===== src/rtl/hazard_ctrl.sv =====
// Pipeline sequencing controller: load-use bubble insertion, taken-branch flush,
// multicycle EX freeze, plus saturating stall/flush statistics.
module hazard_ctrl #(
  parameter int FLUSH_CYCLES = 2,
  parameter int MC_LATENCY   = 4,
  parameter int CNT_W        = 16
) (
  input  logic             clock,
  input  logic             reset_n,
  input  logic [4:0]       id_rs,
  input  logic [4:0]       id_rt,
  input  logic             id_uses_rt,
  input  logic             id_mc_op,
  input  logic             ex_MemRead,
  input  logic [4:0]       ex_rt,
  input  logic             branch_taken,
  output logic             pc_write,
  output logic             if_id_write,
  output logic             if_id_flush,
  output logic             id_ex_write,
  output logic             id_ex_bubble,
  output logic             busy,
  output logic [CNT_W-1:0] stall_cnt,
  output logic [CNT_W-1:0] flush_cnt
);

  typedef enum logic [1:0] {RUN = 2'd0, FLUSH = 2'd1, MC_WAIT = 2'd2} state_t;

  state_t           state_q, state_d;
  logic [3:0]       cnt_q, cnt_d;
  logic [CNT_W-1:0] stall_q, stall_d;
  logic [CNT_W-1:0] flush_q, flush_d;
  logic             load_use_s;
  logic             stall_inc_s;
  logic             flush_inc_s;

  function automatic logic [CNT_W-1:0] sat_inc(input logic [CNT_W-1:0] v);
    return (v == {CNT_W{1'b1}}) ? v : v + {{(CNT_W-1){1'b0}}, 1'b1};
  endfunction

  assign load_use_s = ex_MemRead & (ex_rt != 5'd0) &
                      ((ex_rt == id_rs) | (id_uses_rt & (ex_rt == id_rt)));

  always_ff @(posedge clock or negedge reset_n) begin
    if (!reset_n) begin
      state_q <= RUN;
      cnt_q   <= 4'd0;
      stall_q <= {CNT_W{1'b0}};
      flush_q <= {CNT_W{1'b0}};
    end else begin
      state_q <= state_d;
      cnt_q   <= cnt_d;
      stall_q <= stall_d;
      flush_q <= flush_d;
    end
  end

  always_comb begin
    state_d     = state_q;
    cnt_d       = cnt_q;
    stall_inc_s = 1'b0;
    flush_inc_s = 1'b0;
    case (state_q)
      RUN: begin
        if (branch_taken) begin
          flush_inc_s = 1'b1;
          if (FLUSH_CYCLES > 1) begin
            state_d = FLUSH;
            cnt_d   = 4'(FLUSH_CYCLES - 1);
          end else begin
            state_d = RUN;
          end
        end else if (id_mc_op) begin
          state_d = MC_WAIT;
          cnt_d   = 4'(MC_LATENCY - 1);
        end else if (load_use_s) begin
          stall_inc_s = 1'b1;
        end else begin
          state_d = RUN;
        end
      end
      // ID contents are being discarded here, so hazards and mc ops are ignored
      FLUSH: begin
        if (branch_taken) begin
          flush_inc_s = 1'b1;
          cnt_d       = 4'(FLUSH_CYCLES - 1);
        end else if (cnt_q == 4'd1) begin
          state_d = RUN;
        end else begin
          cnt_d = cnt_q - 4'd1;
        end
      end
      MC_WAIT: begin
        stall_inc_s = 1'b1;
        if (cnt_q == 4'd1) begin
          state_d = RUN;
        end else begin
          cnt_d = cnt_q - 4'd1;
        end
      end
      default: begin
        state_d = RUN;
        cnt_d   = 4'd0;
      end
    endcase
    stall_d = stall_inc_s ? sat_inc(stall_q) : stall_q;
    flush_d = flush_inc_s ? sat_inc(flush_q) : flush_q;
  end

  always_comb begin
    pc_write     = 1'b1;
    if_id_write  = 1'b1;
    if_id_flush  = 1'b0;
    id_ex_write  = 1'b1;
    id_ex_bubble = 1'b0;
    busy         = (state_q != RUN);
    if (!reset_n) begin
      pc_write     = 1'b0;
      if_id_write  = 1'b0;
      id_ex_write  = 1'b0;
      id_ex_bubble = 1'b1;
      busy         = 1'b0;
    end else begin
      case (state_q)
        RUN: begin
          if (branch_taken) begin
            if_id_flush  = 1'b1;
            id_ex_bubble = 1'b1;
          end else if (id_mc_op) begin
            id_ex_bubble = 1'b0;
          end else if (load_use_s) begin
            pc_write     = 1'b0;
            if_id_write  = 1'b0;
            id_ex_bubble = 1'b1;
          end else begin
            id_ex_bubble = 1'b0;
          end
        end
        FLUSH: begin
          if_id_flush  = 1'b1;
          id_ex_bubble = 1'b1;
        end
        MC_WAIT: begin
          pc_write    = 1'b0;
          if_id_write = 1'b0;
          id_ex_write = 1'b0;
        end
        default: begin
          pc_write    = 1'b0;
          if_id_write = 1'b0;
          id_ex_write = 1'b0;
        end
      endcase
    end
  end

  assign stall_cnt = stall_q;
  assign flush_cnt = flush_q;

endmodule

===== config.mk =====
export PLATFORM = sky130hd
export DESIGN_NAME = hazard_ctrl
export DESIGN_NICKNAME = d
export VERILOG_FILES = /design/src/rtl/hazard_ctrl.sv
export SDC_FILE = /design/constraint.sdc
export NUM_CORES = 1
export LEC_CHECK = 0
export CAP_MARGIN = 20
export CORE_UTILIZATION = 40
export CTS_CLUSTER_DIAMETER = 40
export CTS_CLUSTER_SIZE = 40
export DETAILED_ROUTE_END_ITERATION = 10
export GPL_TIMING_DRIVEN = 0
export PLACE_DENSITY_LB_ADDON = 0.15
export SLEW_MARGIN = 20
export SYNTH_ARGS = -nofsm -noshare
export SYNTH_HDL_FRONTEND = slang
export SYNTH_SLANG_ARGS = --single-unit

===== constraint.sdc =====
create_clock -name clock -period 2.2 [get_ports clock]
set_input_delay 0.44 -clock clock [delete_from_list [all_inputs] [get_ports clock]]
set_output_delay 0.44 -clock clock [all_outputs]
set_load 0.005 [all_outputs]

==> flow_summary.yaml, run 1 <==
run_status:
  status: "finished with violations"
  violations: "setup timing"
sta:
  finalCriticalPeriod_ns: 2.26
  finalSetupViolCount: 1
  period_share: 1.03
  timing.final.ws_setup_ns: -0.0627
  skew_ns: 0.00656
  whs_ns: 0.0915
  rsz0062_at_grt: "yes"
  maxSlewHeadroom: 0.600
  hold_violations: 0
  worst_slew_pin_slew_ns: 0.595
  finalMaxSlewViolations: 0
  fmax_ghz: 0.442
  fin_tns_setup_ns: -0.0627
global_routing:
  grt_max_degree: 30
  track_usage: 0.192
  antenna_found_initial: 0
  grt_pass1_wl_um: 8250
  grt_pass1_vias: 1772
  global_route.overflow_total: 0
power:
  leakage_nw: 1.25
  p_clk_frac: 0.164
  seq_power_share: 0.376
  p_sw_mw: 1.15
  sw_frac_of_total: 0.377
  ir_worst_vdd_mv: 0.642
  p_comb_frac: 0.459
  p_per_area_nw_per_um2: 1000
  p_int_mw: 1.90
synthesis:
  async_reset_ff_frac: 1.00
  ys_types: 33
  ys.flop_type: "dfrtp_1"
  yosys_warnings: 0
  netlist.area_leader.share: 0.445
  syn-instance-count: 220
  syn_nets: 249
  synthTopCellsByArea: "dfrtp_1, xor2_1, xnor2_1, ha_1, nand2_1"
  avgSynthCellArea_um2: 9.72
  ys_seq_area_frac: 0.445
  synthesis.area_um2: 2140
  ys_ff_latch: 38
  yosysTopAreaCell: "dfrtp_1"
  synth_edf_count: 0
routing:
  postRouteAntennaNets: 0
  first_iter_violations: 62
  dr.max_layer_used: "met4"
  wl_met2_um: 2420
  vias_per_cell: 4.88
  route.met3.wl_um: 166
  drtPass1Iterations: 4
  drc: 0
  wire_per_inst_um: 13.3
  dr_total_vias: 1792
  wl_um: 4880
  wl_met1_um: 2260
floorplanning:
  dieHeight_um: 75.1
  die_x_um: 75.1
  ios: 59
  fp.coreArea_um2: 5140
  dieArea_um2: 5640
  start_util: 0.416
  rows: 26
worst_hold_path:
  hold_class: "in2async"
clock_tree:
  clk_pin_slew_ns: 0.08
  cts_buffer_depth: 2
  cts_tree: "yes"
  insertion_delay_ns: 0.28
  cts_root_buffer: "clkbuf_8"
  cts_buffers: 5
  cts_max_level: 2
  cts.sinks: 38
job:
  cap_violations: 0
setup_path:
  crit_path_max_fanout: 2
  endpoint_kind: "output pin"
  crit_type: "in2out"
  start_kind: "input pin"
  max_stage_delay_ns: 0.54
  cp.arrival_ns: 1.82
  crit_path_cell_trace: "buf_8, or4_4, o21ai_4, nor3_4, buf_4, o21ai_2, nand3b_1, buf_2"
  cp.required_ns: 1.76
  cp_top_family: "simple AND/OR/NAND/NOR gates"
  crit_slowest_cell: "or4_4"
  cp_num_buf_inv: 3
place:
  place.gp.congestion: 0.793
  hpwl_um: 3540
  placed_cells: 349
  io_buffers: 58
  post-place-ws_ns: -0.925
finish:
  stdcell_count: 367
  multiInputGateArea_um2: 1210
  final_nets: 325
  synthToLayoutAreaGrowth_pct: 42.4
  antenna-diode-count: 0
  layout-drive-gt1-share: 0.192
  num-fill-cells: 515
  seqCellArea_um2: 952
==> synth_stat cells, types with 2 or more instances <==
| master | n |
|---|---|
| nor3_2 | 4 |
| dfrtp_1 | 38 |
| or4_1 | 2 |
| xnor2_1 | 15 |
| nand3b_1 | 3 |
| nor4_2 | 2 |
| a21oi_1 | 2 |
| o31ai_1 | 2 |
| mux2_2 | 2 |
| nand4_1 | 10 |
| nand2b_1 | 2 |
| nand2_1 | 23 |
| nor2b_1 | 3 |
| inv_1 | 11 |
| nor2_1 | 23 |
| ha_1 | 8 |
| nor3_1 | 8 |
| o21ai_0 | 11 |
| xor2_1 | 25 |
| a21boi_0 | 2 |
| nand3_1 | 11 |
| nor4_1 | 2 |
==> power groups by stage <==
stage          Clock (mW)  Combinational [mW]  Sequential (mW)
6_report            0.501                1.40             1.15
5_1_grt             0.547                1.58             1.19
4_1_cts             0.513                1.39             1.15
3_5_place_dp            0                1.30             1.16
3_3_place_gp            0                1.27             1.15
2_1_floorplan           0               0.716             1.12
==> cell families after synthesis <==
logic type               count (synthesis)  share of synthesized area
flip-flops                              38                      0.445
multiplexers                             3                     0.0158
buffers and inverters                   13                     0.0281
XOR/XNOR                                40                      0.164
AO/OA/AOI/OAI                           24                     0.0749
AND/OR/NAND/NOR                         94                      0.226
adder cells (fa/ha/maj)                  8                     0.0468
==> metrics by stage <==
step	utilization	area (µm²)	power, mW
after floorplan	-	2140	1.84
after global placement	0.546	2810	2.42
after detailed placement	0.549	2820	2.45
after CTS	0.591	3040	3.05
after global routing	0.592	3040	3.31
final	0.592	3040	3.05
==> sequential cells by signal, indices dropped and copies added (netlist names) <==
signal	cells
cnt_q	4
flush_cnt	16
stall_cnt	16
state_q	2
==> final cells by class <==
class / instances / share of cell area
Tap cell: 70 / 0.0288
Timing Repair Buffer: 70 / 0.211
Clock buffer: 6 / 0.0271
Clock inverter: 2 / 0.00411
Inverter: 11 / 0.0136
Buffer: 1 / 0.00370
Sequential cell: 38 / 0.313
Multi-Input combinational cell: 169 / 0.399
==> worst paths after layout <==
kind                         startpoint           end  slack [ns]  cells after the start
max                            ex_rt[4]  id_ex_bubble       -0.06                      8
min                             reset_n      cnt_q[2]        0.09                      2
min in group clock             cnt_q[3]      cnt_q[3]        0.49                      1
max reg2reg                stall_cnt[0]  stall_cnt[8]        0.16                      8
max in group asynchronous       reset_n    state_q[1]        1.12                      2
min reg2reg                    cnt_q[3]      cnt_q[3]        0.49                      1
==> worst register-to-register path, delay by kind of cell (launching register included) <==
family	cells	cell delay (ns)
and+or+nand+nor	4	0.70
DFF	1	0.46
xor gates and xnor gates	1	0.14
AOI/OAI and AO/OA	1	0.20
buffers and inverters	1	0.17
adders and majority gates	1	0.26
==> routing by layer <==
layer  up-vias  global-route usage
li1        905                   -
met1       851               0.253
met2        32               0.328
met3         4              0.0361
met4         0              0.0461
met5         -                   0
==> cells in the final DEF, fill, tap and decap left out, types with 6 or more instances in the layout <==
| cell | instances |
|---|---|
| dfrtp_1 | 37 |
| clkdlybuf4s50_1 | 37 |
| xor2_1 | 24 |
| nand2_1 | 23 |
| nor2_1 | 22 |
| xnor2_1 | 14 |
| nand3_1 | 11 |
| nand4_1 | 10 |
| buf_4 | 10 |
| inv_1 | 9 |
| o21ai_0 | 9 |
| dlygate4sd2_1 | 9 |
| buf_2 | 7 |
| nor3_1 | 6 |
| clkbuf_8 | 6 |
==> what timing repair did <==
action                                  in CTS  in global routing
buffers inserted                             7                  2
pin swaps                                   17                  4
gates resized for setup                     73                  5
hold endpoints to repair                     1                  0
endpoints found under the setup margin      20                 19
hold buffers                                 2                  0
Note: power is estimated with default switching activity, not from simulation.
==> run 2: changes to the inputs <==
CELL_PAD_IN_SITES_DETAIL_PLACEMENT = 1   (was not set)
CELL_PAD_IN_SITES_GLOBAL_PLACEMENT = 1   (was not set)
CORE_UTILIZATION = 36   (was 40)
clock period = 2.35 ns   (was 2.2 ns; I/O delays follow)
==> flow_summary.yaml, run 2 (synthesis gave the netlist of run 1 again) <==
sta:
  fmax_ghz: 0.445
  hold_violations: 0
  finalSetupViolCount: 0
  finalMaxSlewViolations: 0
  worst_slew_pin_slew_ns: 0.551
  finalCriticalPeriod_ns: 2.25
  period_share: 0.956
  skew_ns: 0.00296
  rsz0062_at_grt: "no"
  maxSlewHeadroom: 0.630
power:
  p_per_area_nw_per_um2: 956
  p_comb_frac: 0.450
  p_clk_frac: 0.166
  ir_worst_vdd_mv: 0.545
  seq_power_share: 0.384
  p_sw_mw: 1.10
  sw_frac_of_total: 0.385
  p_int_mw: 1.75
  leakage_nw: 1.23
finish:
  final_util: 0.531
  antenna-diode-count: 0
  layout-drive-gt1-share: 0.162
  final_nets: 318
  fin_area_um2: 2980
  multiInputGateArea_um2: 1200
  synthToLayoutAreaGrowth_pct: 39.4
  num-fill-cells: 659
  seqCellArea_um2: 952
  final_cell_mix: "clkdlybuf4s50_1, dfrtp_1, xor2_1"
  final_common_cell: "clkdlybuf4s50_1"
clock_tree:
  cts_max_level: 2
  cts_tree: "yes"
  cts_root_buffer: "clkbuf_8"
  cts_buffer_depth: 2
  cts_buffers: 5
  insertion_delay_ns: 0.29
  clk_pin_slew_ns: 0.08
  cts.sinks: 38
setup_path:
  crit_type: "reg2out"
  endpoint_kind: "output pin"
  cp.arrival_ns: 1.78
  max_stage_delay_ns: 0.50
  start_kind: "flop"
  crit_path_max_fanout: 8
  crit_slowest_cell: "clkdlybuf4s50_1"
  crit_path_cell_trace: "inv_1, ha_4, o21ai_2, nor2_1, clkdlybuf4s50_1"
  cp_top_family: "buffers and inverters"
  cp_num_buf_inv: 2
  cp.required_ns: 1.88
floorplanning:
  start_util: 0.381
  ios: 59
  rows: 27
  dieArea_um2: 6250
  fp.coreArea_um2: 5610
  die_x_um: 79.1
  dieHeight_um: 79.1
routing:
  drtPass1Iterations: 4
  dr.max_layer_used: "met4"
  vias_per_cell: 5.17
  wire_per_inst_um: 15.1
  wl_um: 5470
  postRouteAntennaNets: 0
  dr_total_vias: 1870
  route.met3.wl_um: 207
  wl_met1_um: 2450
  drc: 0
  first_iter_violations: 93
  wl_met2_um: 2720
place:
  place.gp.congestion: 0.730
  place_area_um2: 2820
  hpwl_um: 4100
  io_buffers: 58
job:
  cap_violations: 0
global_routing:
  grt_max_degree: 29
  antenna_found_initial: 0
  track_usage: 0.193
  global_route.overflow_total: 0
  grt_pass1_wl_um: 9190
  grt_pass1_vias: 1935
worst_hold_path:
  hold_class: "in2async"
run_status:
  status: "completed"
## run 2: metal layers
metal / global-route usage / up-vias
li1: - / 895
met1: 0.239 / 918
met2: 0.329 / 49
met3: 0.0356 / 8
met4: 0.0764 / 0
met5: 0 / -
## run 2: worst register-to-register path: cells and delay by family (launching register included)
family                   cells  cell delay, ns
AO/OA/AOI/OAI                1            0.21
AND/OR/NAND/NOR              4            0.74
XOR/XNOR                     1            0.15
adder cells (fa/ha/maj)      1            0.30
flip-flops                   1            0.47
buffers and inverters        1            0.18
## run 2: power groups by stage
stage,sequential [mW],combinational [mW],clock [mW]
6_report,1.09,1.28,0.473
5_1_grt,1.13,1.43,0.515
4_1_cts,1.09,1.29,0.485
3_5_place_dp,1.09,1.25,0
3_3_place_gp,1.09,1.20,0
2_1_floorplan,1.05,0.670,0
## run 2: through the flow
| stage | hold WS [ns] | std cells | total power [mW] | setup TNS [ns] | setup slack (ns) |
|---|---|---|---|---|---|
| floorplan | 0.174 | 220 | 1.72 | 0 | 0.291 |
| global placement | 0.482 | 350 | 2.28 | -24.46 | -1.83 |
| detailed placement | 0.394 | 351 | 2.35 | -7.50 | -0.843 |
| CTS | 0.0723 | 361 | 2.87 | 0 | 0.00148 |
| global route | 0.0923 | 362 | 3.08 | 0 | 0.0171 |
| finish | 0.0753 | 362 | 2.85 | 0 | 0.104 |
## run 2: final cells by class
class | instances | share of cell area
inverters | 11 | 0.0139
clock buffers | 7 | 0.0290
repair buffers | 63 | 0.198
multi-input cells | 169 | 0.404
clock inverters | 1 | 0.00168
flip-flops and latches | 38 | 0.319
well taps | 72 | 0.0302
plain buffers | 1 | 0.00378
## run 2: path summary, 6_finish.rpt
check                                   start             to  slack [ns]  cells after the start
worst min-delay path                  reset_n       cnt_q[1]        0.08                      1
worst min register to register  flush_cnt[11]  flush_cnt[11]        0.50                      1
worst max register to register   stall_cnt[0]   stall_cnt[7]        0.20                      8
worst max-delay path               state_q[0]    if_id_flush        0.10                      5
max in group asynchronous             reset_n     state_q[0]        1.80                      2
min in group clock              flush_cnt[11]  flush_cnt[11]        0.50                      1
## run 2: timing repair
action                     in CTS  in global routing
setup endpoints to repair      10                 16
resized for setup              42                 22
buffers inserted                2                  2
hold buffers                    0                  0
pin swaps                       7                  9
==> run 3: changes to the inputs <==
CTS_CLUSTER_DIAMETER = not set   (was 40)
TNS_END_PERCENT = 5   (was not set)
==> flow_summary.yaml, run 3 (synthesis gave the netlist of run 1 again) <==
floorplanning:
  rows: 27
  dieHeight_um: 79.1
  die_x_um: 79.1
  ios: 59
  fp.coreArea_um2: 5610
  dieArea_um2: 6250
  start_util: 0.381
clock_tree:
  cts_buffers: 5
  clk_pin_slew_ns: 0.08
  cts_buffer_depth: 2
  cts_hold_buf: 0
  cts_max_level: 2
  cts_tree: "yes"
  cts.sinks: 38
  cts_root_buffer: "clkbuf_8"
  insertion_delay_ns: 0.29
global_routing:
  antenna_found_initial: 0
  grt_pass1_wl_um: 9170
  global_route.overflow_total: 0
  grt_max_degree: 29
  grt_pass1_vias: 1935
  track_usage: 0.192
finish:
  antenna-diode-count: 0
  layout-drive-gt1-share: 0.138
  seqCellArea_um2: 951
  synthToLayoutAreaGrowth_pct: 39.1
  final_cell_mix: "clkdlybuf4s50_1, dfrtp_1, xor2_1"
  multiInputGateArea_um2: 1180
  final_nets: 318
  num-fill-cells: 660
  final_common_cell: "clkdlybuf4s50_1"
sta:
  fin_tns_setup_ns: -0.0253
  finalCriticalPeriod_ns: 2.38
  period_share: 1.01
  maxSlewHeadroom: 0.632
  worst_slew_pin_slew_ns: 0.547
  rsz0062_at_grt: "yes"
  skew_ns: 0.00287
  finalMaxSlewViolations: 0
  finalSetupViolCount: 1
  timing.final.ws_setup_ns: -0.0253
  hold_violations: 0
  fmax_ghz: 0.421
routing:
  wl_um: 5450
  drc: 0
  postRouteAntennaNets: 0
  drtPass1Iterations: 4
  first_iter_violations: 93
  vias_per_cell: 5.17
  wire_per_inst_um: 15.1
  dr_total_vias: 1871
place:
  hpwl_um: 4100
  io_buffers: 58
  place.gp.congestion: 0.730
power:
  p_per_area_nw_per_um2: 951
  ir_worst_vdd_mv: 0.542
  leakage_nw: 1.20
  p_total_mw: 2.83
setup_path:
  rrSetupSlack_ns: 0.20
  start_kind: "input pin"
  crit_type: "in2out"
  crit_path_max_fanout: 3
  worstReg2RegEnd: "stall_cnt[7]"
  endpoint_kind: "output pin"
  cp.arrival_ns: 1.91
  cp.required_ns: 1.88
  r2r-start: "stall_cnt[0]"
  r2r_cells: 8
run_status:
  status: "finished with violations"
  violations: "setup timing"
job:
  cap_violations: 0
worst_hold_path:
  hold_class: "in2async"
-- run 3: per-layer routing --
| layer | GRT usage | up-vias | share of wire |
|---|---|---|---|
| li1 | - | 892 | - |
| met1 | 0.239 | 923 | 0.45 |
| met2 | 0.327 | 48 | 0.49 |
| met3 | 0.0356 | 8 | 0.042 |
| met4 | 0.0764 | 0 | 0.016 |
| met5 | 0 | - | 0 |
-- run 3: layout make-up --
type                       count  share of cell area
tap                           72              0.0303
multi-input combinational    169               0.398
sequential                    38               0.320
timing repair buffer          62               0.201
inverter                      11              0.0139
clock inverter                 1             0.00168
buffer                         2             0.00631
clock buffer                   7              0.0290
-- run 3: worst max-delay path by stage --
stage	startpoint	to	slack, ns	cells after the start
3_5_place_dp	ex_rt[3]	pc_write	-0.84	8
6_report	ex_rt[2]	id_ex_bubble	-0.03	7
2_1_floorplan	ex_rt[1]	pc_write	0.29	5
5_1_grt	id_rs[3]	id_ex_bubble	-0.13	8
4_1_cts	id_rs[2]	id_ex_bubble	-0.03	8
3_3_place_gp	reset_n	pc_write	-1.83	5
-- run 3: worst max-delay path: stages --
cell and delay, ns:
clkdlybuf4s15_2 0.22, or4_4 0.54, o21ai_4 0.18, nor3_2 0.07, o21ai_1 0.12, nand3b_1 0.09
clkdlybuf4s15_1 0.21
-- run 3: what timing repair did --
item / 4_1_cts / 5_1_grt
setup buffers: 2 / 1
pin swaps: 7 / 2
gates resized for setup: 38 / 4
gates cloned: 0 / 0
endpoints found under the setup margin: 10 / 24
-- run 3: report_power, final --
part	total, mW	switching, mW	internal [mW]
clock network	0.472	0.235	0.237
registers	1.09	0.253	0.833
logic	1.27	0.594	0.676
-- run 3: through the flow --
stage / hold slack (ns) / instances / util / worst slack, ns / instance area, µm²
3_5_place_dp: 0.394 / 351 / 0.504 / -0.843 / 2820
4_1_cts: 0.0723 / 361 / 0.528 / -0.0283 / 2960
5_1_grt: 0.0851 / 362 / 0.530 / -0.129 / 2970
3_3_place_gp: 0.482 / 350 / 0.501 / -1.83 / 2810
6_report: 0.0691 / 362 / 0.530 / -0.0253 / 2970
2_1_floorplan: 0.174 / 220 / - / 0.291 / 2140
